$ cat config.mk
export PLATFORM = sky130hd
export DESIGN_NAME = ifetch_unit
export DESIGN_NICKNAME = d
export VERILOG_FILES = /design/src/rtl/ifetch_unit_pkg.sv /design/src/rtl/ifetch_fifo.sv /design/src/rtl/ifetch_unit.sv
export SDC_FILE = /design/constraint.sdc
export NUM_CORES = 1
export LEC_CHECK = 0
export BUFFER_PORTS_ARGS = -buffer_cell sky130_fd_sc_hd__buf_2
export CORE_ASPECT_RATIO = 0.6
export CORE_MARGIN = 2
export CORE_UTILIZATION = 45
export CTS_CLUSTER_SIZE = 25
export DETAILED_ROUTE_END_ITERATION = 7
export PLACE_DENSITY = 0.66
export SLEW_MARGIN = 20
export SYNTH_ARGS = -nofsm -noshare
export SYNTH_HDL_FRONTEND = slang
export SYNTH_SLANG_ARGS = --single-unit
$ cat constraint.sdc
create_clock -name clk -period 4.8 [get_ports clk]
set_input_delay 0.96 -clock clk [delete_from_list [all_inputs] [get_ports clk]]
set_output_delay 0.96 -clock clk [all_outputs]
set_load 0.01 [all_outputs]
$ cat src/rtl/ifetch_unit_pkg.sv
// ifetch_unit_pkg -- shared definitions for the instruction fetch unit.
//
// Holds the reset fetch address, the default instruction buffer depth, the
// buffer entry type and a small PC increment helper used by both the fetch
// and response PC registers.
package ifetch_unit_pkg;

  localparam logic [31:0] IFETCH_RESET_PC = 32'hBFC0_0000;
  localparam int          IFETCH_DEPTH    = 4;

  // One buffered instruction together with the address it was fetched from.
  typedef struct packed {
    logic [31:0] pc;
    logic [31:0] instr;
  } fetchEntry_t;

  // Sequential next address; wraps at 2^32 with no overflow indication.
  function automatic logic [31:0] nextPc(input logic [31:0] pc);
    return pc + 32'd4;
  endfunction

endpackage

$ cat src/rtl/ifetch_fifo.sv
// ifetch_fifo -- DEPTH-entry synchronous FIFO holding fetched instructions.
//
// Ports:
//   clk        rising-edge clock
//   rst        asynchronous active-low reset (empties the FIFO)
//   push       write pushEntry at the tail (ignored when full)
//   pushEntry  entry to write
//   pop        drop the head entry (ignored when empty)
//   flush      empty the FIFO; overrides push and pop in the same cycle
//   headEntry  current head entry, combinational from storage
//   count      number of valid entries (0..DEPTH)
//   empty      count == 0
//
// DEPTH must be a power of two so the read/write pointers wrap naturally.
module ifetch_fifo
  import ifetch_unit_pkg::*;
#(
  parameter int DEPTH = IFETCH_DEPTH
) (
  input  logic                           clk,
  input  logic                           rst,
  input  logic                           push,
  input  fetchEntry_t                    pushEntry,
  input  logic                           pop,
  input  logic                           flush,
  output fetchEntry_t                    headEntry,
  output logic [$clog2(DEPTH+1)-1:0]     count,
  output logic                           empty
);

  localparam int PW = (DEPTH > 1) ? $clog2(DEPTH) : 1;
  localparam int CW = $clog2(DEPTH+1);

  fetchEntry_t     mem [DEPTH];
  logic [PW-1:0]   wrPtr;
  logic [PW-1:0]   rdPtr;
  logic            doPush;
  logic            doPop;

  assign doPush = push && (count != CW'(DEPTH));
  assign doPop  = pop && (count != '0);

  always_ff @(posedge clk or negedge rst) begin
    if (!rst) begin
      wrPtr <= '0;
      rdPtr <= '0;
      count <= '0;
    end else if (flush) begin
      wrPtr <= '0;
      rdPtr <= '0;
      count <= '0;
    end else begin
      if (doPush) wrPtr <= wrPtr + PW'(1);
      if (doPop)  rdPtr <= rdPtr + PW'(1);
      count <= count + CW'(doPush) - CW'(doPop);
    end
  end

  // Storage needs no reset: an entry is only visible once count covers it.
  always_ff @(posedge clk) begin
    if (doPush && !flush) mem[wrPtr] <= pushEntry;
  end

  assign headEntry = mem[rdPtr];
  assign empty     = (count == '0);

endmodule

$ cat src/rtl/ifetch_unit.sv
// ifetch_unit -- instruction fetch front end with an in-order bus and a
// small instruction buffer toward decode.
//
// Ports:
//   clk, rst                  clock; asynchronous active-low reset
//   redirect_valid/_pc        branch/jump redirect from decode (highest priority)
//   out_valid/out_ready       instruction hand-off to decode
//   out_instr/out_pc/out_pcplus4  head instruction, its address, address+4
//   inst_req/inst_addr        bus request and word address
//   inst_addr_ok              bus accepted the request this cycle
//   inst_data_ok/inst_rdata   in-order response from the bus
//
// Handshakes: a transfer happens in a cycle where the producer's valid
// (out_valid, inst_req) and the consumer's ready (out_ready, inst_addr_ok)
// are both high at the rising edge; the producer may not depend on ready to
// raise valid, and payload may change while not yet accepted.
//
// Flow control: a request is only issued while buffered entries plus
// outstanding requests leave room, so every response always has a slot.
// After a redirect, responses to requests issued before it (including one
// accepted in the redirect cycle itself) are counted in discardCnt and
// dropped as they arrive.
module ifetch_unit
  import ifetch_unit_pkg::*;
#(
  parameter logic [31:0] RESET_PC = IFETCH_RESET_PC,
  parameter int          DEPTH    = IFETCH_DEPTH
) (
  input  logic        clk,
  input  logic        rst,
  input  logic        redirect_valid,
  input  logic [31:0] redirect_pc,
  input  logic        out_ready,
  output logic        out_valid,
  output logic [31:0] out_instr,
  output logic [31:0] out_pc,
  output logic [31:0] out_pcplus4,
  output logic        inst_req,
  output logic [31:0] inst_addr,
  input  logic        inst_addr_ok,
  input  logic        inst_data_ok,
  input  logic [31:0] inst_rdata
);

  localparam int            CW        = $clog2(DEPTH+1);
  localparam logic [CW:0]   DEPTH_LIM = (CW+1)'(DEPTH);

  logic [31:0]   fetchPc;
  logic [31:0]   respPc;
  logic [CW-1:0] inflightCnt;
  logic [CW-1:0] discardCnt;
  logic [CW-1:0] occupancy;
  logic [CW-1:0] inflightNext;
  logic [CW:0]   outstanding;
  logic          fifoEmpty;
  logic          accept;
  logic          respValid;
  logic          pushEn;
  logic          popEn;
  fetchEntry_t   pushEntry;
  fetchEntry_t   headEntry;

  assign outstanding = {1'b0, occupancy} + {1'b0, inflightCnt};

  // Gated by rst so no request is presented while reset is held.
  assign inst_req  = rst && (outstanding < DEPTH_LIM);
  assign inst_addr = {fetchPc[31:2], 2'b00};
  assign accept    = inst_req && inst_addr_ok;

  // A response with nothing outstanding is a bus protocol error; ignoring
  // it keeps the counters from wrapping.
  assign respValid    = inst_data_ok && (inflightCnt != '0);
  assign inflightNext = inflightCnt + CW'(accept) - CW'(respValid);

  // Redirect wins over push and pop; the FIFO flush wins inside the FIFO too.
  assign pushEn = respValid && (discardCnt == '0) && !redirect_valid;
  assign popEn  = out_valid && out_ready && !redirect_valid;

  assign pushEntry.pc    = respPc;
  assign pushEntry.instr = inst_rdata;

  always_ff @(posedge clk or negedge rst) begin
    if (!rst) begin
      fetchPc     <= RESET_PC;
      respPc      <= RESET_PC;
      inflightCnt <= '0;
      discardCnt  <= '0;
    end else begin
      inflightCnt <= inflightNext;
      if (redirect_valid) begin
        fetchPc    <= redirect_pc;
        respPc     <= redirect_pc;
        // Everything still on the bus after this edge belongs to the old path.
        discardCnt <= inflightNext;
      end else begin
        if (accept) fetchPc <= nextPc(fetchPc);
        if (respValid) begin
          if (discardCnt != '0) discardCnt <= discardCnt - CW'(1);
          else                  respPc     <= nextPc(respPc);
        end
      end
    end
  end

  ifetch_fifo #(
    .DEPTH (DEPTH)
  ) u_fifo (
    .clk       (clk),
    .rst       (rst),
    .push      (pushEn),
    .pushEntry (pushEntry),
    .pop       (popEn),
    .flush     (redirect_valid),
    .headEntry (headEntry),
    .count     (occupancy),
    .empty     (fifoEmpty)
  );

  assign out_valid   = !fifoEmpty;
  assign out_instr   = headEntry.instr;
  assign out_pc      = headEntry.pc;
  assign out_pcplus4 = nextPc(headEntry.pc);

endmodule
Word-level counts from Yosys, hierarchy flattened. Memory sizes are Yosys's and may differ from the RTL's. Cells that the tools add are included.

Memories kept: 1. Flip-flop bits (word level): 77. Word-level logic and storage cells: 61. Memory bits (writable): 256.

Reductions and logical operators: 24. Add/sub/neg operators: 11. Magnitude comparators: 1. Muxes and demuxes: 15. Equality and inequality tests: 2.

Memories: u_fifo.mem (depth 4, width 64, read ports 1, clocked after memory_dff 0, wr ports 1, line ifetch_fifo.sv:34) `fetchEntry_t mem [DEPTH];`.

Operators with widths (number): $mux W32 (5); $add A32 B3 Y32 const B (3); $mux W3 (4); $logic_and A1 B1 Y1 (10); $reduce_bool A2 Y1 (5); $reduce_bool A3 Y1 (3); $mux W2 (4); $add A3 B1 Y3 (2); $logic_not A3 Y1 (2); $sub A3 B1 Y3 (2); $add A2 B1 Y2 const B (2); $add A3 B3 Y4 (1); $lt A4 B3 Y1 const B (1); $reduce_and A2 Y1 (2); $ne A3 B3 Y1 const B (1); $sub A3 B1 Y3 const B (1); $logic_not A1 Y1 (2); $mux W1 (2); $ne A2 B2 Y1 const B (1).

Longest topological paths before layout. Gate-level depths: netlist (run 1).

Depth in word-level cells: 8. Gate-level depth with buffers: 14. Mapped depth without buffers: 12.

Hierarchy. From an unflattened synthesis (run 1), not the netlist that was laid out.

Cells, all modules: 954. Area total of the unflattened synthesis: 14569.0 µm².

By module, submodules not included: ifetch_fifo (cells each 381, area an instance 9681.8 µm², times used 1, sequential area each 7862.5 µm²); ifetch_unit (cells each 573, area an instance 4887.2 µm², times used 1, sequential area each 1724.2 µm²).

Worst setup path after synthesis (run 1). Ideal clock, no wire load.

Kind: input-to-reg. Start point: in redirect_valid. End point: mem u_fifo.mem[0][0] (netlist bit) (enable). Data arrival time: 3.593 ns. Slack: 0.778 ns. Stages: 3. Path buffers: 1. Library setup time: 0.429 ns. Cells stage by stage: clkbuf_1 -> a2111oi_1 -> and2_1.

Cells in the longest elaborated chain, start to end: 6.

Ends and longest elaborated chain: start, declared (line ifetch_unit.sv:31) `input logic redirect_valid,`; $logic_not A1 Y1 * (line ifetch_fifo.sv:61, ifetch_unit.sv:76); $logic_and A1 B1 Y1 (line ifetch_unit.sv:76) `assign pushEn = respValid && (discardCnt == '0) && !redirect_valid;`; $logic_and A1 B1 Y1 (line ifetch_fifo.sv:40) `assign doPush = push && (count != CW'(DEPTH));`; $logic_and A1 B1 Y1 * (line ifetch_fifo.sv:61) `if (doPush && !flush) mem[wrPtr] <= pushEntry;`; $mux W1 * (line ifetch_fifo.sv:61); $mux W1 (implied by the code) * (line ifetch_fifo.sv:61); end, declared (line ifetch_fifo.sv:34).

Every way passes the cells marked *; elsewhere a longest branch is shown, timed or not.

Worst setup path after layout (run 1).
Start point: reg u_fifo.rdPtr[0]. End point: out out_pcplus4[30].

Cells in the longest elaborated chain, start to end: 2.

Ends and longest elaborated chain: start, declared (line ifetch_fifo.sv:36) `logic [PW-1:0] rdPtr;`; start signal, assigned (line ifetch_fifo.sv:54) `if (doPop) rdPtr <= rdPtr + PW'(1);`; $mem_v2 Z4 W64; $add A32 B3 Y32 (line ifetch_unit_pkg.sv:19) `return pc + 32'd4;`; end, declared (line ifetch_unit.sv:37) `output logic [31:0] out_pcplus4,`.

Every way passes these cells.

==> metrics.txt, run 1 <==
FMAX=around 230 MHz; syn_area_per_cell=16.66 um2; wire length per cell=20.79 um; die width=232.7 um; VDD IR max=0.0002875 V; Num Clock Sinks=331; initial antenna violation count=0; gr ovfl total=0; Slew @ Worst Pin=between 1 and 1.5 ns; DIE AREA=32860 um2; post-synthesis sequential area ratio=67.88%; Syn. warnings=0; crit path DAT=3.38 ns; Placed Area=15550 um2; CTS tree=done; Leakage=5.933 nW; H-tree depth=1; core area=31030 um2; Post-CTS Hold Fix Bufs=0; P&R area growth vs syn=17.87%; Setup TNS=0 ns; final worst clock skew=approximately 0.010 ns; vias per std cell=5.421; DRC=0; CTS Buffer Depth=3; final setup margin=0.4577 ns; nets=1142; DP HPWL=20520 um; Reg2Reg Depth=12; number of gates given a new drive strength after cts=0; power per standard cell area=~480 nW/um2; Worst Setup Path Type=flop to output port; startpoint class of the critical path=flop; Die Y=around 140 um; number of synthesized register bits=331; Min-Delay Path Class=input port to async pin; # rows=50; Iter 0 DRT Violations=688; Post-synth EDFFs=between 200 and 300; top_reg_cell synth=edfxtp_1; post-route cell area=16650 um2; Slew headroom=29.26%; final worst path period need=4.342 ns; final period utilization=about nine tenths; cell taking the most area after synthesis=edfxtp_1; fraction of layout cells with a size suffix above 1=34.14%; final hold violations=0; Port Buffers=197; Worst-path clk slew=about 0.070 ns; cts bufs inserted=31; DR vias=just over 8000; CP Capture Type=output port; vias in the first global route=between 8000 and 9000; # Post-CTS Setup Buffers=0; # diodes=0; fillcell total=2554; crit path max fanout=25; DRT Pass-1 Iters=7; drt total wl=31060 um; R2R Setup Slk=1.80 ns; RSZ-0062 raised after global routing=false; Async SR Flop Fraction=22.66%; Final Wtd Congestion=0.7796; starting density of the core=45.52%; max_cap viols=0; pre-CTS WS=between 1 and 1.5 ns; Final setup violation count=0; root buf cell=clkbuf_16; largest cells by area after synthesis=edfxtp_1, dfrtp_1, mux4_2, xnor2_1, dfstp_2; Post-Syn Area=14120 um2; area share of the largest cell type after synthesis=between 50% and 60%; count of unique library cells instantiated by Yosys=44; gr usage total=19.03%; first-pass GRT wire length=~48000 um; Worst EP required=3.84 ns; clk_lat worst skew=0.56 ns; final slew viol count=0; status=complete, no violations; cell count after synthesis=848; I/O pin cnt=200; Final ANT Viol Nets=0; largest net degree at the start of global routing=68
[metal layers]
metal / vias up / global-route usage, % / wire, um
met1: 4133 / 29.36 / 14980
met5: - / 0 / 0
li1: 3708 / - / -
met4: 0 / 4.157 / 538
met3: 40 / 3.762 / 1753
met2: 218 / 28.07 / 13790
[cell usage in the layout (no fill, tap or decap), types with 18 or more instances in the layout]
master     instances
mux4_2            49
clkbuf_16         31
dfrtp_1           55
xor2_1            25
inv_1             21
edfxtp_1         256
nor2_1            40
nand2_1           36
xnor2_1           56
nand3_1           29
nand4_1           26
a21oi_1           20
buf_2            196
dfstp_2           18
mux2_2            30
[area by class of cell]
type                            instances  area (um2)  area share [%]
Multi-Input combinational cell        457        4259           25.58
Clock inverter                         24       312.8           1.879
Inverter                               22       82.58          0.4961
Timing Repair Buffer                  212        1101           6.614
Clock buffer                           32       779.5           4.682
Sequential cell                       331        9592           57.62
Tap cell                              416       520.5           3.127
[registers in the layout (all words and copies together) (netlist names)]
signal / flops
u_fifo.mem: 256
respPc: 32
fetchPc: 30
discardCnt: 3
inflightCnt: 3
u_fifo.count: 3
u_fifo.rdPtr: 2
u_fifo.wrPtr: 2
[report_power, final]
group	total [mW]	switching [mW]	internal (mW)	leakage, nW
Sequential	3.51	0.209	3.30	3.16
Clock	2.64	1.04	1.60	0.536
Combinational	1.89	1.03	0.859	2.24
Total	8.04	2.28	5.76	5.93
[synthesized netlist by cell type (all sizes together) (3+ instances only)]
master / n
nor4b: 3
nor2b: 4
nor2: 40
edfxtp: 256
nand3: 30
and2: 11
xor2: 25
clkbuf: 21
and4: 10
mux2: 30
mux4: 64
nor3: 12
ha: 15
nor4: 6
xnor2: 56
buf: 18
a31oi: 12
dfstp: 18
o21ai: 15
dfrtp: 57
or3: 12
nand4: 27
a21oi: 20
o31ai: 3
and3: 13
nand2: 36
inv: 22
[metrics by stage]
stage	total power [mW]	hold slack (ns)	instances	utilization, %
after global placement	5.439	0.5107	1438	50.13
after detailed placement	5.464	0.5210	1438	50.13
after floorplan	4.764	0.4724	849	-
after global routing	8.415	0.1929	1494	53.65
final	8.039	0.2110	1494	53.65
after CTS	8.120	0.1846	1494	53.65
[critical path, cell delays in order, from the launching register on]
cell and delay [ns]:
dfrtp_4 0.66, mux4_1 0.53, ha_1 0.24, nand2_1 0.18
nor4_4 0.65, nand4_1 0.21, xnor2_1 0.18, buf_2 0.15
[kinds of logic (layout without fill, tap and decap cells)]
group                      after synthesis  in the layout  synth area share, %
adders and majority gates               17             17                1.612
and+or+nand+nor                        209            209                8.195
muxes                                   96             96                13.14
AOI/OAI and AO/OA                       52             52                2.064
buffers and inverters                   61            290                2.064
other                                    1              2              0.02655
xor gates and xnor gates                81             81                5.023
DFF                                    331            331                67.88
[path summary, 6_finish.rpt]
kind                                  from               to
setup / recovery           u_fifo.rdPtr[0]  out_pcplus4[30]
hold / removal                         rst       fetchPc[6]
setup reg to reg            inflightCnt[2]    discardCnt[2]
hold reg to reg                fetchPc[31]      fetchPc[31]
max in group asynchronous              rst  u_fifo.rdPtr[0]
min in group clk               fetchPc[31]      fetchPc[31]
Power figures use the tool's default switching activity.
==> inputs of run 2 (changes only) <==
clock period = 4.55 ns   (was 4.8 ns; I/O delays follow)
==> run 2 against run 1 <==
Sequential power grew 5.7%. Clock skew is essentially flat. Clock power is essentially flat. Setup slack lost 0.081 ns. Utilization shrank 0.073 points. Clock-buffer cell count grew 7. Worst hold slack lost 0.031 ns. Critical path depth shrank 1. Non-clock buffer count is the same. Cell area shrank 0.14%. Wire length shrank 1.9%. Critical path type unchanged. Highest routed layer unchanged.
==> metrics.txt, run 2 (same netlist as run 1, synthesis figures left out) <==
status=complete, no violations (unchanged); Setup TNS=0 ns (unchanged); DRC=0 (unchanged); final worst path period need=4.174 ns; core area=31030 um2 (unchanged); RSZ-0062 raised after global routing=false (unchanged); Top Registers=u_fifo.mem (256), respPc (32), fetchPc (30) (unchanged); clk_lat worst skew=0.56 ns (about the same); CTS Buffer Depth=3 (unchanged); fraction of layout cells with a size suffix above 1=34.17% (was 34.14%); root buf cell=clkbuf_16 (unchanged); most frequent cells in the layout=edfxtp_1, buf_2, xnor2_1 (unchanged); Die Y=141.2 um (unchanged); fillcell total=2561 (was 2554); Port Buffers=197 (unchanged); Slew @ Worst Pin=1.041 ns (was 1.061 ns); initial antenna violation count=0 (unchanged); die width=232.7 um (unchanged); register name with the most flops=u_fifo.mem (unchanged); Worst EP required=3.64 ns (was 3.84 ns); Inst Count DP=1437 (was 1438); Slew headroom=30.62% (was 29.26%); wire length per cell=20.37 um (was 20.79 um); vias per std cell=5.358 (was 5.421); Top delay family on crit path=simple AND/OR/NAND/NOR gates (unchanged); gr ovfl total=0 (unchanged); largest net degree at the start of global routing=67 (was 68); final hold violations=0 (unchanged); crit path max fanout=29 (was 25); Final Wtd Congestion=0.7587 (was 0.7796); CTS tree=done (unchanged); FMAX=around 240 MHz; final worst clock skew=0.01006 ns (was 0.009956 ns); slowest CP cell=dfrtp_4 (unchanged); r2r startpoint=u_fifo.count[2] (was inflightCnt[2]); CP max stage delay=0.76 ns (was 0.66 ns); crit path DAT=3.26 ns (was 3.38 ns); startpoint class of the critical path=flop (unchanged); Largest register FFs=256 (unchanged); vias in the first global route=7960 (was 8059); P&R area growth vs syn=17.71% (was 17.87%); H-tree depth=1 (unchanged); drt total wl=30480 um (was 31060 um); max_cap viols=0 (unchanged); Multi-input gate area=4259 um2 (unchanged); Min-Delay Path Class=input port to async pin (unchanged); DRT Pass-1 Iters=5 (was 7); Worst Setup Path Type=flop to output port (unchanged); post-route insts no fill=1496 (was 1494); starting density of the core=45.52% (unchanged); Final ANT Viol Nets=0 (unchanged); nets=1142 (unchanged); Reg2Reg Depth=12 (unchanged); # rows=50 (unchanged); Bufs and invs on worst path=1 (unchanged); DP HPWL=20520 um (about the same); R2R Setup Slk=1.74 ns (was 1.80 ns); FF-to-FF End=discardCnt[2] (unchanged); cts bufs inserted=31 (unchanged); gr usage total=18.57% (was 19.03%); I/O pin cnt=200 (unchanged); final slew viol count=0 (unchanged); # diodes=0 (unchanged); DR vias=8016 (was 8099); CP Cell Sequence=mux4_1 > nand3_4 > nor4_4 > nand3_1 > xnor2_1 > buf_2 (was mux4_1 > ha_1 > nand2_1 > nor4_4 > nand4_1 > xnor2_1 > buf_2); Iter 0 DRT Violations=502 (was 688); Leakage=5.908 nW (was 5.933 nW); Num Clock Sinks=331 (unchanged); commonest non-fill, non-tap cell in the layout=edfxtp_1 (unchanged); DIE AREA=32860 um2 (unchanged); Final setup violation count=0 (unchanged); VDD IR max=0.0002864 V (was 0.0002875 V); final period utilization=91.73%; CP Capture Type=output port (unchanged); Worst-path clk slew=0.07 ns (about the same); Post-CTS Hold Fix Bufs=0 (unchanged); first-pass GRT wire length=46710 um (was 47610 um); Sequential Area=9592 um2 (unchanged); power per standard cell area=500.1 nW/um2 (was 482.9 nW/um2)
-- run 2: cell count changes in the layout (fill, tap and decap cells not counted), moves of 2 or more --
cell / delta
clkbuf_1: +5
clkbuf_8: +2
inv_6: +2
bufinv_16: -4
buf_4: -3
clkinv_1: -4
buf_12: +3
-- run 2: what timing repair did --
item | CTS | global route
setup endpoints to repair | 0 | 5
resized for setup | 0 | 0
buffers inserted | 0 | 1
-- run 2: worst max-delay path by stage --
stage	start	end	slack, ns	depth (start not counted)
final	u_fifo.rdPtr[0]	out_pcplus4[19]	0.38	6
after global routing	u_fifo.rdPtr[0]	out_pcplus4[21]	0.11	6
after CTS	u_fifo.rdPtr[0]	out_pcplus4[30]	0.17	7
after detailed placement	u_fifo.rdPtr[0]	out_pcplus4[30]	0.78	7
after global placement	u_fifo.rdPtr[0]	out_pcplus4[30]	0.94	7
after floorplan	redirect_valid	u_fifo.mem[0][0]	0.58	3
-- run 2: routing by layer --
| layer | vias to the layer above | global-route usage (%) | part of all wire [%] |
|---|---|---|---|
| met1 | 4078 | 28.25 | 48 |
| li1 | 3698 | - | - |
| met3 | 43 | 3.924 | 5.6 |
| met2 | 197 | 27.87 | 44 |
| met5 | - | 0 | 0 |
| met4 | 0 | 3.553 | 1.8 |
-- run 2: area by class of cell --
type | instances | share of cell area, %
repair buffers | 212 | 6.849
inverters | 22 | 0.4967
multi-input cells | 457 | 25.62
well taps | 416 | 3.131
clock inverters | 19 | 1.242
flip-flops and latches | 331 | 57.70
clock buffers | 39 | 4.967
-- run 2: report_power, final --
part | internal [mW] | total, mW | switching [mW]
sequential | 3.48 | 3.71 | 0.229
combinational | 0.911 | 1.98 | 1.07
clock | 1.52 | 2.62 | 1.11
total | 5.90 | 8.31 | 2.41
-- run 2: metrics by stage --
step / setup slack [ns] / hold slack, ns / power (mW) / utilization [%] / instance area, um2
3_3_place_gp: 0.9408 / 0.5098 / 5.745 / 50.23 / 15580
5_1_grt: 0.1070 / 0.1689 / 8.697 / 53.58 / 16620
4_1_cts: 0.1676 / 0.1616 / 8.401 / 53.55 / 16620
2_1_floorplan: 0.5781 / 0.4724 / 5.026 / - / 14130
3_5_place_dp: 0.7839 / 0.5177 / 5.772 / 50.23 / 15580
6_report: 0.3762 / 0.1801 / 8.314 / 53.58 / 16620
==> inputs of run 3 (changes only) <==
==> constraint.sdc (replaced) <==
create_clock -name clk -period 4.55 [get_ports clk]
set_input_delay 0 -clock clk [delete_from_list [all_inputs] [get_ports clk]]
set_output_delay 0 -clock clk [all_outputs]
set_load 0.01 [all_outputs]
==> run 3 against run 2 <==
Worst hold slack lost 0.12 ns. Combinational power is essentially flat. Utilization grew 2.4 points. Clock skew grew 0.0014 ns. Global-route usage grew 0.84 points. Sequential power grew 1%. First-iteration DRC count grew 48%. Cell area grew 4.4%. Maximum frequency grew 9.1%. Largest cell class unchanged. Critical endpoint is now out_pcplus4[20]. Power grew 0.80%. Wire length grew 3.6%.
==> metrics.txt, run 3 (same netlist as run 1, synthesis figures left out) <==
met2 wire length=14170 um (was 13460 um); # Post-CTS Setup Buffers=0 (unchanged); final worst clock skew=0.01147 ns (was 0.01006 ns); final setup margin=0.7255 ns (was 0.3762 ns); Die Y=141.2 um (unchanged); Worst Setup Path Type=flop to output port (unchanged); Setup TNS=0 ns (unchanged); starting density of the core=45.52% (unchanged); Top delay family on crit path=simple AND/OR/NAND/NOR gates (unchanged); FMAX=261.5 MHz (was 239.6 MHz); Post-CTS Hold Fix Bufs=74 (was 0); crit path DAT=3.82 ns (was 3.26 ns); final worst path period need=3.825 ns (was 4.174 ns); max_cap viols=0 (unchanged); Slew headroom=32.03% (was 30.62%); Worst EP required=4.55 ns (was 3.64 ns); gr ovfl total=0 (unchanged); I/O pin cnt=200 (unchanged); gr usage total=19.41% (was 18.57%); DR vias=8481 (was 8016); commonest non-fill, non-tap cell in the layout=edfxtp_1 (unchanged); H-tree depth=1 (unchanged); initial antenna violation count=0 (unchanged); top sig layer=met4 (unchanged); final hold violations=0 (unchanged); Largest register FFs=256 (unchanged); RSZ-0062 raised after global routing=false (unchanged); clk_lat worst skew=0.56 ns (about the same); pre-CTS WS=1.370 ns (was 0.7839 ns); # rows=50 (unchanged); most frequent cells in the layout=edfxtp_1, buf_2, dlygate4sd3_1 (was edfxtp_1, buf_2, xnor2_1); crit path max fanout=38 (was 29); DRT Pass-1 Iters=5 (unchanged); first-pass GRT wire length=48840 um (was 46710 um); status=complete, no violations (unchanged); post-route cell area=17360 um2 (was 16620 um2); met1 WL=14600 um (was 14770 um); # diodes=0 (unchanged); nets=1215 (was 1142); Placed Area=15570 um2 (was 15580 um2); final period utilization=84.06% (was 91.73%); cts bufs inserted=30 (was 31); DIE AREA=32860 um2 (unchanged); DP HPWL=20660 um (was 20520 um); CP max stage delay=1.00 ns (was 0.76 ns); core area=31030 um2 (unchanged); Final ANT Viol Nets=0 (unchanged); largest net degree at the start of global routing=65 (was 67); CTS tree=done (unchanged); Leakage=6.226 nW (was 5.908 nW); VDD IR max=0.0003158 V (was 0.0002864 V); Final Wtd Congestion=0.8098 (was 0.7587); Min-Delay Path Class=input port to flop (was input port to async pin); number of gates given a new drive strength after cts=0 (unchanged); Pwr Total=8.380 mW (was 8.314 mW); Iter 0 DRT Violations=741 (was 502); drt total wl=31580 um (was 30480 um); clock network fraction of total power=31.3% (was 31.6%); Port Buffers=197 (unchanged); Net Sw Frac=28.80% (was 28.97%); Num Clock Sinks=331 (unchanged); power per standard cell area=482.8 nW/um2 (was 500.1 nW/um2); Sw Pwr=2.413 mW (was 2.409 mW); post-route insts no fill=1568 (was 1496); wire length per cell=20.14 um (was 20.37 um); die width=232.7 um (unchanged); CP Capture Type=output port (unchanged); CP Cell Sequence=mux4_2 > ha_1 > nand2_1 > nor4_4 > nand3_1 > xnor2_1 > buf_2 (was mux4_1 > nand3_4 > nor4_4 > nand3_1 > xnor2_1 > buf_2); Comb pwr share=24.0% (was 23.9%); Final setup violation count=0 (unchanged); startpoint class of the critical path=flop (unchanged); root buf cell=clkbuf_16 (unchanged); WHS=0.05524 ns (was 0.1801 ns); vias per std cell=5.409 (was 5.358); CTS Buffer Depth=3 (unchanged); DRC=0 (unchanged); slowest CP cell=dfrtp_2 (was dfrtp_4); Worst-path clk slew=0.06 ns (was 0.07 ns); P_int=5.967 mW (was 5.905 mW); Bufs and invs on worst path=1 (unchanged); Inst Count DP=1438 (was 1437); register name with the most flops=u_fifo.mem (unchanged); final slew viol count=0 (unchanged); fraction of layout cells with a size suffix above 1=32.38% (was 34.17%); P&R area growth vs syn=22.89% (was 17.71%); Top Registers=u_fifo.mem (256), respPc (32), fetchPc (30) (unchanged); Flop pwr share=44.7% (was 44.6%); met3 WL=2164 um (was 1698 um); vias in the first global route=8328 (was 7960); Final Util=55.94% (was 53.58%); Slew @ Worst Pin=1.020 ns (was 1.041 ns)
==> run 3: worst min-delay path, stage by stage <==
cell and delay [ns]:
buf_2 0.10, o31ai_1 0.16, nor2_1 0.11, xnor2_1 0.13, o21ai_0 0.06
==> run 3: final timing paths <==
kind	from	to	slack [ns]	cells after the start
setup / recovery	u_fifo.rdPtr[1]	out_pcplus4[20]	0.73	7
hold / removal	inst_data_ok	discardCnt[0]	0.06	5
setup reg to reg	inflightCnt[2]	discardCnt[2]	1.53	12
hold reg to reg	fetchPc[27]	fetchPc[27]	0.53	2
max in group asynchronous	rst	respPc[27]	3.48	4
min in group asynchronous	rst	inflightCnt[0]	0.52	4
==> run 3: layout make-up <==
type,count,area (um2)
fillers,2492,13670
flip-flops and latches,331,9592
multi-input cells,457,4259
repair buffers,286,1864
clock buffers,38,842.1
well taps,416,520.5
clock inverters,18,196.4
inverters,22,82.58
==> run 3: layer usage <==
metal / vias up / global-route usage [%]
li1: 3841 / -
met1: 4330 / 29.04
met2: 262 / 29.37
met3: 48 / 4.207
met4: 0 / 4.190
met5: - / 0
==> run 3: power groups by stage <==
stage / Clock [mW] / Sequential (mW) / Combinational (mW)
6_report: 2.62 / 3.75 / 2.01
3_3_place_gp: 0 / 3.80 / 1.95
5_1_grt: 2.80 / 3.78 / 2.19
4_1_cts: 2.68 / 3.75 / 2.03
2_1_floorplan: 0 / 3.67 / 1.36
3_5_place_dp: 0 / 3.81 / 1.97
